[config.mk]
export PLATFORM = sky130hd
export DESIGN_NAME = fc_param_streamer
export DESIGN_NICKNAME = d
export VERILOG_FILES = /design/src/rtl/fc_param_streamer.sv
export SDC_FILE = /design/constraint.sdc
export NUM_CORES = 1
export LEC_CHECK = 0
export CAP_MARGIN = 5
export CORE_MARGIN = 5
export CORE_UTILIZATION = 53
export CTS_BUF_LIST = sky130_fd_sc_hd__clkbuf_2
export CTS_CLUSTER_DIAMETER = 60
export DETAILED_ROUTE_END_ITERATION = 7
export PLACE_DENSITY = 0.91
export SLEW_MARGIN = 20
export SYNTH_ARGS = -nofsm -noshare
export SYNTH_HDL_FRONTEND = slang
export SYNTH_SLANG_ARGS = --single-unit
[constraint.sdc]
create_clock -name i_sclk -period 3.1 [get_ports i_sclk]
set_input_delay 0.62 -clock i_sclk [delete_from_list [all_inputs] [get_ports i_sclk]]
set_output_delay 0.62 -clock i_sclk [all_outputs]
set_load 0.02 [all_outputs]
[src/rtl/fc_param_streamer.sv]
// Parameter transmitter for the FC classifier head: unpacks PACK lanes per
// loader beat and streams weights, then biases, one parameter per cycle.
module fc_param_streamer #(
    parameter int WIDTH_P = 60,
    parameter int WIDTH_L = 20,
    parameter int PACK    = 3,
    parameter int SIZE_I  = 512,
    parameter int SIZE_O  = 1000
) (
    input  logic               i_sclk,
    input  logic               i_rstn,
    input  logic               i_start,
    input  logic               i_abort,
    input  logic               i_s_valid,
    output logic               o_s_ready,
    input  logic [WIDTH_P-1:0] i_s_data,
    output logic [1:0]         o_param_vld,
    output logic [WIDTH_P-1:0] o_param,
    output logic               o_busy,
    output logic               o_done
);

    localparam int N_W   = SIZE_I * SIZE_O;
    localparam int N_TOT = N_W + SIZE_O;
    localparam int CW    = $clog2(N_TOT + 1);
    localparam int IW    = (PACK > 1) ? $clog2(PACK) : 1;

    localparam logic [CW-1:0] CNT_W      = CW'(N_W);
    localparam logic [CW-1:0] CNT_W_LAST = CW'(N_W - 1);
    localparam logic [CW-1:0] CNT_LAST   = CW'(N_TOT - 1);
    localparam logic [CW-1:0] CNT_END    = CW'(N_TOT);
    localparam logic [IW-1:0] IDX_LAST   = IW'(PACK - 1);

    typedef enum logic [1:0] {
        S_IDLE,
        S_WEIGHT,
        S_BIAS,
        S_DONE
    } state_t;

    state_t             state;
    logic [WIDTH_P-1:0] buf_data;
    logic               buf_full;
    logic [IW-1:0]      idx;
    logic [CW-1:0]      cnt;

    logic [WIDTH_L-1:0] lane;
    logic               busy;
    logic               lane_end;
    logic               last_emit;
    logic               accept;

    assign busy      = (state == S_WEIGHT) || (state == S_BIAS);
    assign lane_end  = (idx == IDX_LAST);
    assign last_emit = buf_full && (cnt == CNT_LAST);

    // Reload is allowed on the last lane so beats flow back to back, but not
    // once the final parameter is leaving: the tail of that beat is discarded.
    assign o_s_ready = busy && (cnt != CNT_END) &&
                       (!buf_full || (lane_end && !last_emit));
    assign accept    = i_s_valid && o_s_ready && !i_abort;

    always_comb begin
        lane = '0;
        for (int k = 0; k < PACK; k++) begin
            if (idx == IW'(k)) begin
                lane = buf_data[k*WIDTH_L +: WIDTH_L];
            end
        end
    end

    // Phase strobes follow the global counter, so a beat that straddles the
    // weight/bias boundary switches strobe mid-beat without a bubble.
    always_ff @(posedge i_sclk or negedge i_rstn) begin
        if (!i_rstn) begin
            state       <= S_IDLE;
            buf_data    <= '0;
            buf_full    <= 1'b0;
            idx         <= '0;
            cnt         <= '0;
            o_param_vld <= 2'b00;
            o_param     <= '0;
            o_busy      <= 1'b0;
            o_done      <= 1'b0;
        end else begin
            o_param_vld <= 2'b00;
            o_param     <= '0;
            o_done      <= 1'b0;
            case (state)
                S_IDLE: begin
                    if (i_start) begin
                        state    <= S_WEIGHT;
                        o_busy   <= 1'b1;
                        cnt      <= '0;
                        idx      <= '0;
                        buf_full <= 1'b0;
                    end
                end
                S_WEIGHT, S_BIAS: begin
                    if (i_abort) begin
                        state    <= S_IDLE;
                        o_busy   <= 1'b0;
                        cnt      <= '0;
                        idx      <= '0;
                        buf_full <= 1'b0;
                    end else if (buf_full) begin
                        o_param     <= {{(WIDTH_P-WIDTH_L){lane[WIDTH_L-1]}}, lane};
                        o_param_vld <= (cnt < CNT_W) ? 2'b01 : 2'b10;
                        cnt         <= cnt + 1'b1;
                        if (cnt == CNT_W_LAST) begin
                            state <= S_BIAS;
                        end
                        if (last_emit) begin
                            buf_full <= 1'b0;
                            idx      <= '0;
                        end else if (lane_end) begin
                            idx <= '0;
                            if (accept) begin
                                buf_data <= i_s_data;
                            end else begin
                                buf_full <= 1'b0;
                            end
                        end else begin
                            idx <= idx + 1'b1;
                        end
                    end else if (cnt == CNT_END) begin
                        state  <= S_DONE;
                        o_busy <= 1'b0;
                        o_done <= 1'b1;
                    end else if (accept) begin
                        buf_data <= i_s_data;
                        buf_full <= 1'b1;
                        idx      <= '0;
                    end
                end
                S_DONE: begin
                    state <= S_IDLE;
                end
                default: begin
                    state  <= S_IDLE;
                    o_busy <= 1'b0;
                end
            endcase
        end
    end

endmodule

==> out/qor.txt, run 1 <==
clock share of power: 0.143
boundary pin count: 130
worst r2r dst: buf_data[33]$_DFFE_PN0P_
Critical Path End Type: primary output
synth top area cells: dfrtp_1, mux2_4, buf_4, nor2_1, mux2i_1
Yosys top cell by area: dfrtp_1
Max-slew headroom: 0.525
mux contribution to synthesized area: 0.208
startpoint types: flop
Period minus WS final: 2.90 ns
initial DRC count: 261
I/O Buffers: 129
EDFF count, synth: 0
synthesized area: 5390 um2
Fillers: 692
root buffer cell: clkbuf_2
Non-Filler Instances: 672
Sw Share: 0.334
Via density: 5.30
WL final: 11.8 mm
largest family of logic cells by synthesized area: multiplexers
Total Routing Usage GR: 0.193
first-pass GRT wire length: 19.5 mm
Worst R2R Start: state[0]$_DFFE_PN0P_
slowest stage delay, CP: 0.51 ns
number of global-route vias before repair: 3822
setup TNS: 0 ns
RSZ-0062 raised after global routing: false
syn nets: 510
slowest CP cell: dfrtp_1
Cell Chain, Critical Path: nand4_4, nor4_4, nand2_1, nand2_1, nor2_1, dlygate4sd2_1
CP max FO: 4
combinational power share: 0.416
ys flop type: dfrtp_1
gpl congestion: 0.882
drt drc: 0
clock latency on the worst-skew pair: 0.60 ns
largest net degree at the start of global routing: 62
cell count after placement: 650
Design Area, Final: 6620 um2
routed len/inst: 17.5 um
endpoints failing hold: 3
post-synthesis xor/xnor area fraction: 0.0228
Row Count: 36
Syn Inst Count: 441
Syn Area/Cell: 12.2 um2
Fin Clk Skew: 0.0521 ns
ys async rst share: 1.00
Syn. warnings: 0
Arrival @ worst endpoint: 2.28 ns
Cell variety after synth: 47
area of the die: 12300 um2
failing checks: hold timing
FMAX: 345 MHz
path depth of the worst reg2reg path: 6
Max VDD drop: 385 uV
TritonCTS clock tree: yes
Die H: 111 um
Internal: 3220 uW
share of layout cells above drive strength 1: 0.195
Cell Pwr Density: 730 nW/um2
MaxCap Viol Count: 0
CTS Hold Bufs: 0
Hold Crit Class: input pin to asynchronous set/reset pin
DRT antenna net count: 0
Max Slew Vio Count: 0
Inserted Diodes: 0
post-synthesis sequential area ratio: 0.502
critical path required time: 2.48 ns
Seq pwr share: 0.441
area grow syn2layout: 23.0%
Compound-Gate Fraction of Synth Area: 0.0499
Final Net Count: 603
CORE AREA: 9860 um2
Worst Path Class, Setup: flop to primary output
initial antenna violation count: 0
die width: 111 um
Slew @ Worst Pin: 0.712 ns
CTS H-Tree Depth: 3
aggregate global routing overflow: 0
clk sinks: 108
crit share post-route: 0.934
CTS Buf Count: 9
clock buffer depth: 2
DP Area: 6440 um2
drt pass-1 iters: 5
setup violators final: 0
DP HPWL: 8.26 mm
area share of the largest cell type after synthesis: 0.502
Top cell by count, worst path: nand2_1
Initial Utilization: 0.546
Synth top cells by count: dfrtp_1, nor2_1, mux2_4
P_sw: 1620 uW
Synth Register Bits: 108
final hold slack: -0.00301 ns
top-count cell post-synth: dfrtp_1
DR vias: 3563
simple-gate share of the synthesized area: 0.114
clk slew on worst S/H paths: 0.32 ns
adder-cell share of the synthesized area: 0.00929
LEAKAGE: 0.00287 uW
worst reg-to-reg setup slack: 0.61 ns
status: complete, but fails checks
critical path, delay by kind of cell (launching register included):
kind,cells,cell delay (ns)
DFF,1,0.51
and+or+nand+nor,5,0.90
buffers and inverters,1,0.31
power groups by stage:
stage / Clock (uW) / Combinational [uW] / Sequential, uW
after global routing: 768 / 2190 / 2190
final: 691 / 2010 / 2130
after global placement: 0 / 1950 / 2120
after floorplan: 0 / 1650 / 2100
after CTS: 704 / 2020 / 2130
after detailed placement: 0 / 2010 / 2160
timing repair:
action                     in CTS  in global routing
setup buffers                   6                  0
setup endpoints to repair       1                  0
resized for setup               4                  0
registers in the layout (all words and copies together), names as in the netlist:
name / flops
buf_data: 60
o_done: 1
state: 2
o_param: 20
o_busy: 1
idx: 2
o_param_vld: 2
cnt: 19
buf_full: 1
worst max path at each step:
stage	endpoint	slack [ns]	start	depth (start not counted)
after global placement	buf_data[20]$_DFFE_PN0P_	0.55	i_abort	5
after global routing	o_s_ready	0.05	cnt[15]$_DFFE_PN0P_	6
after floorplan	buf_data[0]$_DFFE_PN0P_	0.99	cnt[10]$_DFFE_PN0P_	7
final	o_s_ready	0.20	cnt[15]$_DFFE_PN0P_	6
after detailed placement	o_s_ready	0.49	cnt[4]$_DFFE_PN0P_	6
after CTS	o_s_ready	0.21	cnt[4]$_DFFE_PN0P_	6
per-layer routing:
layer | GRT usage | share of wire | vias up
met3 | 0.0546 | 0.073 | 21
met5 | 0 | 0 | -
met2 | 0.323 | 0.49 | 147
li1 | - | - | 1660
met1 | 0.243 | 0.43 | 1735
met4 | 0.0624 | 0.015 | 0
area by class of cell:
cell class	instances	area [um2]	share of cell area
well taps	133	166	0.0251
flip-flops and latches	108	2710	0.409
clock inverters	6	81.3	0.0123
multi-input cells	265	2180	0.329
clock buffers	10	50.0	0.00756
repair buffers	142	1410	0.213
inverters	8	30.0	0.00453
logic make-up after synthesis:
kind of cell,after synthesis
flops,108
compound gates,45
fa+ha+maj,4
simple gates,120
buf+inv,68
mux,82
xor+xnor,14
metrics by stage:
stage / utilization / power [uW] / worst slack, ns
floorplan: - / 3750 / 0.991
global placement: 0.653 / 4070 / 0.554
detailed placement: 0.653 / 4170 / 0.495
CTS: 0.671 / 4860 / 0.215
global route: 0.671 / 5150 / 0.0527
finish: 0.671 / 4840 / 0.205
cells in the final DEF, fill, tap and decap left out, drive strengths merged, types with 2 or more instances in the layout:
cell type and instances:
mux2 61, o21ai 6, inv 10, xnor2 6
or3 3, clkdlybuf4s50 127, nand3 6, nor3 5
nor2b 4, nor4 4, and2 2, dfrtp 108
nand4 7, nand4bb 2, and4 3, xor2 8
a22o 3, nand2 14, clkbuf 10, a21oi 28
and3 2, ha 4, clkinv 3, nor2 62
buf 14, mux2i 21
Power figures use the tool's default switching activity.
==> run 2: changes to the inputs <==
--- a/config.mk
+++ b/config.mk
@@ -7,12 +7,12 @@
 export LEC_CHECK = 0
 export CAP_MARGIN = 5
 export CORE_MARGIN = 5
-export CORE_UTILIZATION = 53
+export CORE_UTILIZATION = 45
 export CTS_BUF_LIST = sky130_fd_sc_hd__clkbuf_2
 export CTS_CLUSTER_DIAMETER = 60
 export DETAILED_ROUTE_END_ITERATION = 7
-export PLACE_DENSITY = 0.91
-export SLEW_MARGIN = 20
+export PLACE_DENSITY = 0.8
+export SKIP_LAST_GASP = 1
 export SYNTH_ARGS = -nofsm -noshare
 export SYNTH_HDL_FRONTEND = slang
 export SYNTH_SLANG_ARGS = --single-unit
==> run 2 against run 1 <==
Clock-buffer cell count decreased by 1. Final cell count increased by 1.9%. Sequential share of layout area increased by 0.12 points. Critical path type unchanged. The flow now finishes without violations. Combinational power about the same. Clock power decreased by 20%. Global-route usage decreased by 2.9 points. Highest routed layer unchanged.
==> out/qor.txt, run 2 (synthesized netlist as in run 1, its figures left out) <==
status: finished, final reports clean
CTS Buf Count: 9 (unchanged)
clk sinks: 108 (unchanged)
I/O Buffers: 129 (unchanged)
Critical Path End Type: primary output
aggregate global routing overflow: 0 (unchanged)
Cell Pwr Density: 711 nW/um2 (-2.6%)
boundary pin count: 130 (unchanged)
Cell Chain, Critical Path: nand3_1, nor4_4, nand2_1, nand2_1, nor2_1, dlygate4sd2_1
MaxCap Viol Count: 0 (unchanged)
setup violators final: 0 (unchanged)
Worst Path Class, Setup: flop to primary output
Critical Path Start: cnt[8]$_DFFE_PN0P_
routed len/inst: 16.9 um (-3.5%)
CP endpoint: o_s_ready
DP HPWL: 8.14 mm (-1.4%)
critical path required time: 2.48 ns (about the same)
worst r2r dst: buf_data[44]$_DFFE_PN0P_
Pwr Total: 4700 uW (-2.9%)
Max VDD drop: 360 uV (-6.3%)
initial antenna violation count: 0 (unchanged)
Row Count: 40 (+11%)
worst reg-to-reg setup slack: 0.61 ns (about the same)
max FFs per register: 60 (unchanged)
DR vias: 3575 (+0.34%)
crit share post-route: 0.925 (-0.00882)
cell count after placement: 667 (+2.6%)
Total Routing Usage GR: 0.165 (-0.0285)
LEAKAGE: 0.00285 uW (-0.78%)
most common cell after layout, fill and taps aside: clkdlybuf4s50_1
Final Net Count: 603 (unchanged)
Period minus WS final: 2.87 ns (-0.0274 ns)
CORE AREA: 11900 um2 (+20%)
Slew @ Worst Pin: 1.15 ns (+0.436 ns)
drt pass-1 iters: 4 (-1)
Arrival @ worst endpoint: 2.25 ns (-0.03 ns)
Hold Crit Class: input pin to asynchronous set/reset pin
Die H: 119 um (+7.8%)
die width: 119 um (+7.8%)
WL final: 11.6 mm (-1.6%)
endpoints failing hold: 0 (-3)
Setup WS pre-CTS: 0.432 ns (-0.0626 ns)
Worst R2R Start: state[0]$_DFFE_PN0P_
final worst setup slack: 0.232 ns (+0.0274 ns)
CTS Hold Bufs: 0 (unchanged)
commonest cells after routing, fill and taps aside: clkdlybuf4s50_1, dfrtp_1, nor2_1, mux2_4, a21oi_1
RSZ-0062 raised after global routing: false
CTS H-Tree Depth: 3 (unchanged)
FMAX: 349 MHz (+0.95%)
Initial Utilization: 0.454 (-0.0919)
initial DRC count: 305 (+17%)
TritonCTS clock tree: yes
DRT antenna net count: 0 (unchanged)
setup TNS: 0 ns (unchanged)
Via density: 5.22 (-1.6%)
Max-slew headroom: 0.233 (-0.292)
largest net degree at the start of global routing: 65 (+4.8%)
slowest CP cell: dfrtp_1
number of global-route vias before repair: 3677 (-3.8%)
Non-Filler Instances: 685 (+1.9%)
clock latency on the worst-skew pair: 0.59 ns (about the same)
root buffer cell: clkbuf_2
Top cell by count, worst path: nand2_1
Top reg by flops: buf_data
Largest regs: buf_data (60), o_param (20), cnt (19)
final hold slack: 0.0890 ns (+0.0920 ns)
drt drc: 0 (unchanged)
area grow syn2layout: 22.6%
share of layout cells above drive strength 1: 0.190 (-0.00521)
path depth of the worst reg2reg path: 6 (unchanged)
slowest stage delay, CP: 0.51 ns (about the same)
gpl congestion: 0.823 (-6.6%)
Fin Clk Skew: 0.0345 ns (-0.0176 ns)
clock buffer depth: 2 (unchanged)
Inserted Diodes: 0 (unchanged)
first-pass GRT wire length: 18.8 mm (-3.4%)
startpoint types: flop
area of the die: 14300 um2 (+16%)
CP max FO: 7 (+3)
Max Slew Vio Count: 0 (unchanged)
clk slew on worst S/H paths: 0.29 ns (-0.03 ns)
[run 2: timing repair]
item                                    CTS  global route
setup buffers                             1             2
resized for setup                         3             1
pin swaps                                 1             1
endpoints found under the setup margin    1             1
gates cloned                              0             0
[run 2: final cells by class]
cell class / instances / area [um2]
flip-flops and latches: 108 / 2710
well taps: 147 / 184
clock buffers: 9 / 45.0
fillers: 958 / 5260
repair buffers: 142 / 1420
multi-input cells: 265 / 2180
clock inverters: 6 / 38.8
inverters: 8 / 30.0
[run 2: power by group]
part | switching (uW) | leakage (uW) | internal [uW]
registers | 263 | 0.00137 | 1860
logic | 852 | 0.00143 | 1170
clock network | 452 | 0.0000560 | 102
total | 1570 | 0.00285 | 3130
[run 2: critical path, delay by kind of cell (launching register included)]
family | cells | cell delay [ns]
flip-flops | 1 | 0.51
buffers and inverters | 1 | 0.31
AND/OR/NAND/NOR | 5 | 0.86
[run 2: worst min path at each step]
stage / end / slack, ns / cells after the start
final: buf_data[46]$_DFFE_PN0P_ / 0.09 / 1
after global routing: o_param[12]$_DFF_PN0_ / 0.08 / 1
after CTS: buf_data[16]$_DFFE_PN0P_ / 0.07 / 1
after detailed placement: buf_data[55]$_DFFE_PN0P_ / 0.50 / 1
after global placement: buf_data[20]$_DFFE_PN0P_ / 0.49 / 1
after floorplan: buf_data[0]$_DFFE_PN0P_ / 0.32 / 0
[run 2: stage by stage]
step,cell area [um2],utilization
6_report,6600,0.557
5_1_grt,6600,0.557
4_1_cts,6590,0.555
3_5_place_dp,6490,0.548
3_3_place_gp,6490,0.548
2_1_floorplan,5390,-
[run 2: layer usage]
metal,vias to the layer above,part of all wire,global-route usage
met5,-,0,0
met4,0,0.015,0.0429
met3,19,0.073,0.0508
met2,150,0.48,0.275
met1,1750,0.43,0.209
li1,1656,-,-
==> run 3: changes to the inputs <==
--- a/config.mk
+++ b/config.mk
@@ -11,7 +11,8 @@
 export CTS_BUF_LIST = sky130_fd_sc_hd__clkbuf_2
 export CTS_CLUSTER_DIAMETER = 60
 export DETAILED_ROUTE_END_ITERATION = 7
-export PLACE_DENSITY = 0.8
+export DONT_BUFFER_PORTS = 1
+export PLACE_DENSITY = 0.66
 export SKIP_LAST_GASP = 1
 export SYNTH_ARGS = -nofsm -noshare
 export SYNTH_HDL_FRONTEND = slang
==> run 3 against run 2 <==
Sequential share of layout area increased by 9.3 points. Sequential cell count unchanged. Die area unchanged. Non-clock buffer count decreased by 131. Critical path depth decreased by 1. Clock skew decreased by 0.015 ns. Utilization decreased by 10 points. Power decreased by 0.65%. Hold slack improved by 0.092 ns. Global-route usage decreased by 1.4 points. Clock-buffer cell count increased by 2.
==> out/qor.txt, run 3 (synthesized netlist as in run 1, its figures left out) <==
Non-Filler Instances: 555 (-19%)
status: finished, final reports clean
Max Slew Vio Count: 0 (unchanged)
Slew @ Worst Pin: 0.772 ns (-0.376 ns)
clk slew on worst S/H paths: 0.26 ns (-0.03 ns)
Fillers: 1079 (+13%)
drt pass-1 iters: 4 (unchanged)
combinational power share: 0.389 (-0.041)
Via density: 5.39 (+3.2%)
CTS Buf Count: 9 (unchanged)
Arrival @ worst endpoint: 2.16 ns (-0.09 ns)
Max VDD drop: 492 uV (+37%)
register area: 2710 um2 (unchanged)
RSZ-0062 raised after global routing: false
area grow syn2layout: -0.139%
area of the die: 14300 um2 (unchanged)
CP top delay family: simple AND/OR/NAND/NOR gates
CORE AREA: 11900 um2 (unchanged)
endpoints failing hold: 0 (unchanged)
boundary pin count: 130 (unchanged)
slowest CP cell: dfrtp_1
DRT antenna net count: 0 (unchanged)
path depth of the worst reg2reg path: 6 (unchanged)
Final Net Count: 472 (-22%)
P_sw: 1520 uW (-2.9%)
I/O Buffers: 0 (-100%)
aggregate global routing overflow: 0 (unchanged)
LEAKAGE: 0.00240 uW (-16%)
Seq pwr share: 0.462 (+0.010)
setup violators final: 0 (unchanged)
Row Count: 40 (unchanged)
root buffer cell: clkbuf_2
MaxCap Viol Count: 0 (unchanged)
Cell Chain, Critical Path: nand4bb_2, nor4_4, nand2_1, nand2_1, nor2_1
Worst Path Buf+Inv: 0 (-1)
Hold Path Depth: 1
Critical Path End Type: primary output
critical path required time: 2.48 ns (about the same)
first-pass GRT wire length: 17.0 mm (-9.8%)
Cell Pwr Density: 868 nW/um2 (+22%)
max FFs per register: 60 (unchanged)
Total Routing Usage GR: 0.151 (-0.0143)
CTS H-Tree Depth: 3 (unchanged)
crit share post-route: 0.898 (-0.0267)
Top cell by count, worst path: nand2_1
die width: 119 um (unchanged)
DP HPWL: 7.21 mm (-11%)
Fin Clk Skew: 0.0196 ns (-0.0149 ns)
Initial Utilization: 0.454 (unchanged)
initial antenna violation count: 0 (unchanged)
clock share of power: 0.149 (+0.031)
Internal: 3140 uW (+0.48%)
TritonCTS clock tree: yes
Largest regs: buf_data (60), o_param (20), cnt (19)
setup TNS: 0 ns (unchanged)
Top reg by flops: buf_data
slowest stage delay, CP: 0.48 ns (-0.03 ns)
CP max FO: 6 (-1)
Max-slew headroom: 0.490 (+0.257)
startpoint types: flop
Hold Crit Class: input pin to flop
post-CTS resize count: 0 (-3)
cell count after placement: 537 (-19%)
multi-input combinational cell area: 2180 um2 (unchanged)
DR vias: 2989 (-16%)
Inserted Diodes: 0 (unchanged)
WL final: 10.4 mm (-10%)
FMAX: 359 MHz (+3.0%)
Sw Share: 0.326 (-0.00754)
drt drc: 0 (unchanged)
commonest cells after routing, fill and taps aside: dfrtp_1, nor2_1, mux2_4, a21oi_1, mux2i_1
clk sinks: 108 (unchanged)
share of layout cells above drive strength 1: 0.238 (+0.0482)
clock latency on the worst-skew pair: 0.55 ns (-0.04 ns)
clock buffer depth: 2 (unchanged)
number of global-route vias before repair: 3215 (-13%)
most common cell after layout, fill and taps aside: dfrtp_1
initial DRC count: 177 (-42%)
routed len/inst: 18.7 um (+11%)
gpl congestion: 0.888 (+7.9%)
Die H: 119 um (unchanged)
WP depth: 5 (-1)
Period minus WS final: 2.78 ns (-0.0829 ns)
Worst Path Class, Setup: flop to primary output
largest net degree at the start of global routing: 109 (+68%)
==> run 3: what timing repair did <==
item,4_1_cts,5_1_grt
hold buffers,2,0
buffers inserted,0,0
endpoints found under the hold margin,108,0
==> run 3: area by class of cell <==
class,instances,share of cell area
flip-flops and latches,108,0.503
multi-input cells,265,0.405
well taps,147,0.0342
repair buffers,11,0.0279
clock inverters,5,0.0142
clock buffers,11,0.0102
inverters,8,0.00558
==> run 3: path summary, 6_finish.rpt <==
path / slack [ns] / end / startpoint
max: 0.32 / o_s_ready / cnt[10]$_DFFE_PN0P_
min: 0.18 / buf_data[5]$_DFFE_PN0P_ / i_s_data[5]
max reg2reg: 0.53 / buf_data[18]$_DFFE_PN0P_ / state[1]$_DFFE_PN0P_
min reg2reg: 0.55 / buf_data[16]$_DFFE_PN0P_ / buf_data[16]$_DFFE_PN0P_
max in group asynchronous: 2.04 / o_param[58]$_DFF_PN0_ / i_rstn
min in group asynchronous: 0.62 / o_busy$_DFFE_PN0P_ / i_rstn
==> run 3: layer usage <==
metal,GRT usage,part of all wire
met2,0.247,0.48
met4,0.0329,0.0089
met1,0.181,0.43
met5,0,0
met3,0.0717,0.079
==> run 3: per-stage QoR <==
step	hold slack (ns)	setup slack, ns	area, um2	utilization	total power (uW)
2_1_floorplan	0.324	0.991	5390	-	3750
3_3_place_gp	0.332	0.717	5210	0.439	3900
3_5_place_dp	0.331	0.602	5210	0.439	3970
4_1_cts	0.112	0.255	5380	0.453	4720
5_1_grt	0.0787	0.119	5380	0.453	4980
6_report	0.181	0.315	5380	0.453	4670
==> run 3: power by group through the flow <==
stage / Clock [uW] / Sequential [uW] / Combinational [uW]
6_report: 698 / 2150 / 1820
5_1_grt: 790 / 2220 / 1980
2_1_floorplan: 0 / 2100 / 1650
3_5_place_dp: 0 / 2190 / 1790
4_1_cts: 735 / 2160 / 1830
3_3_place_gp: 0 / 2160 / 1740
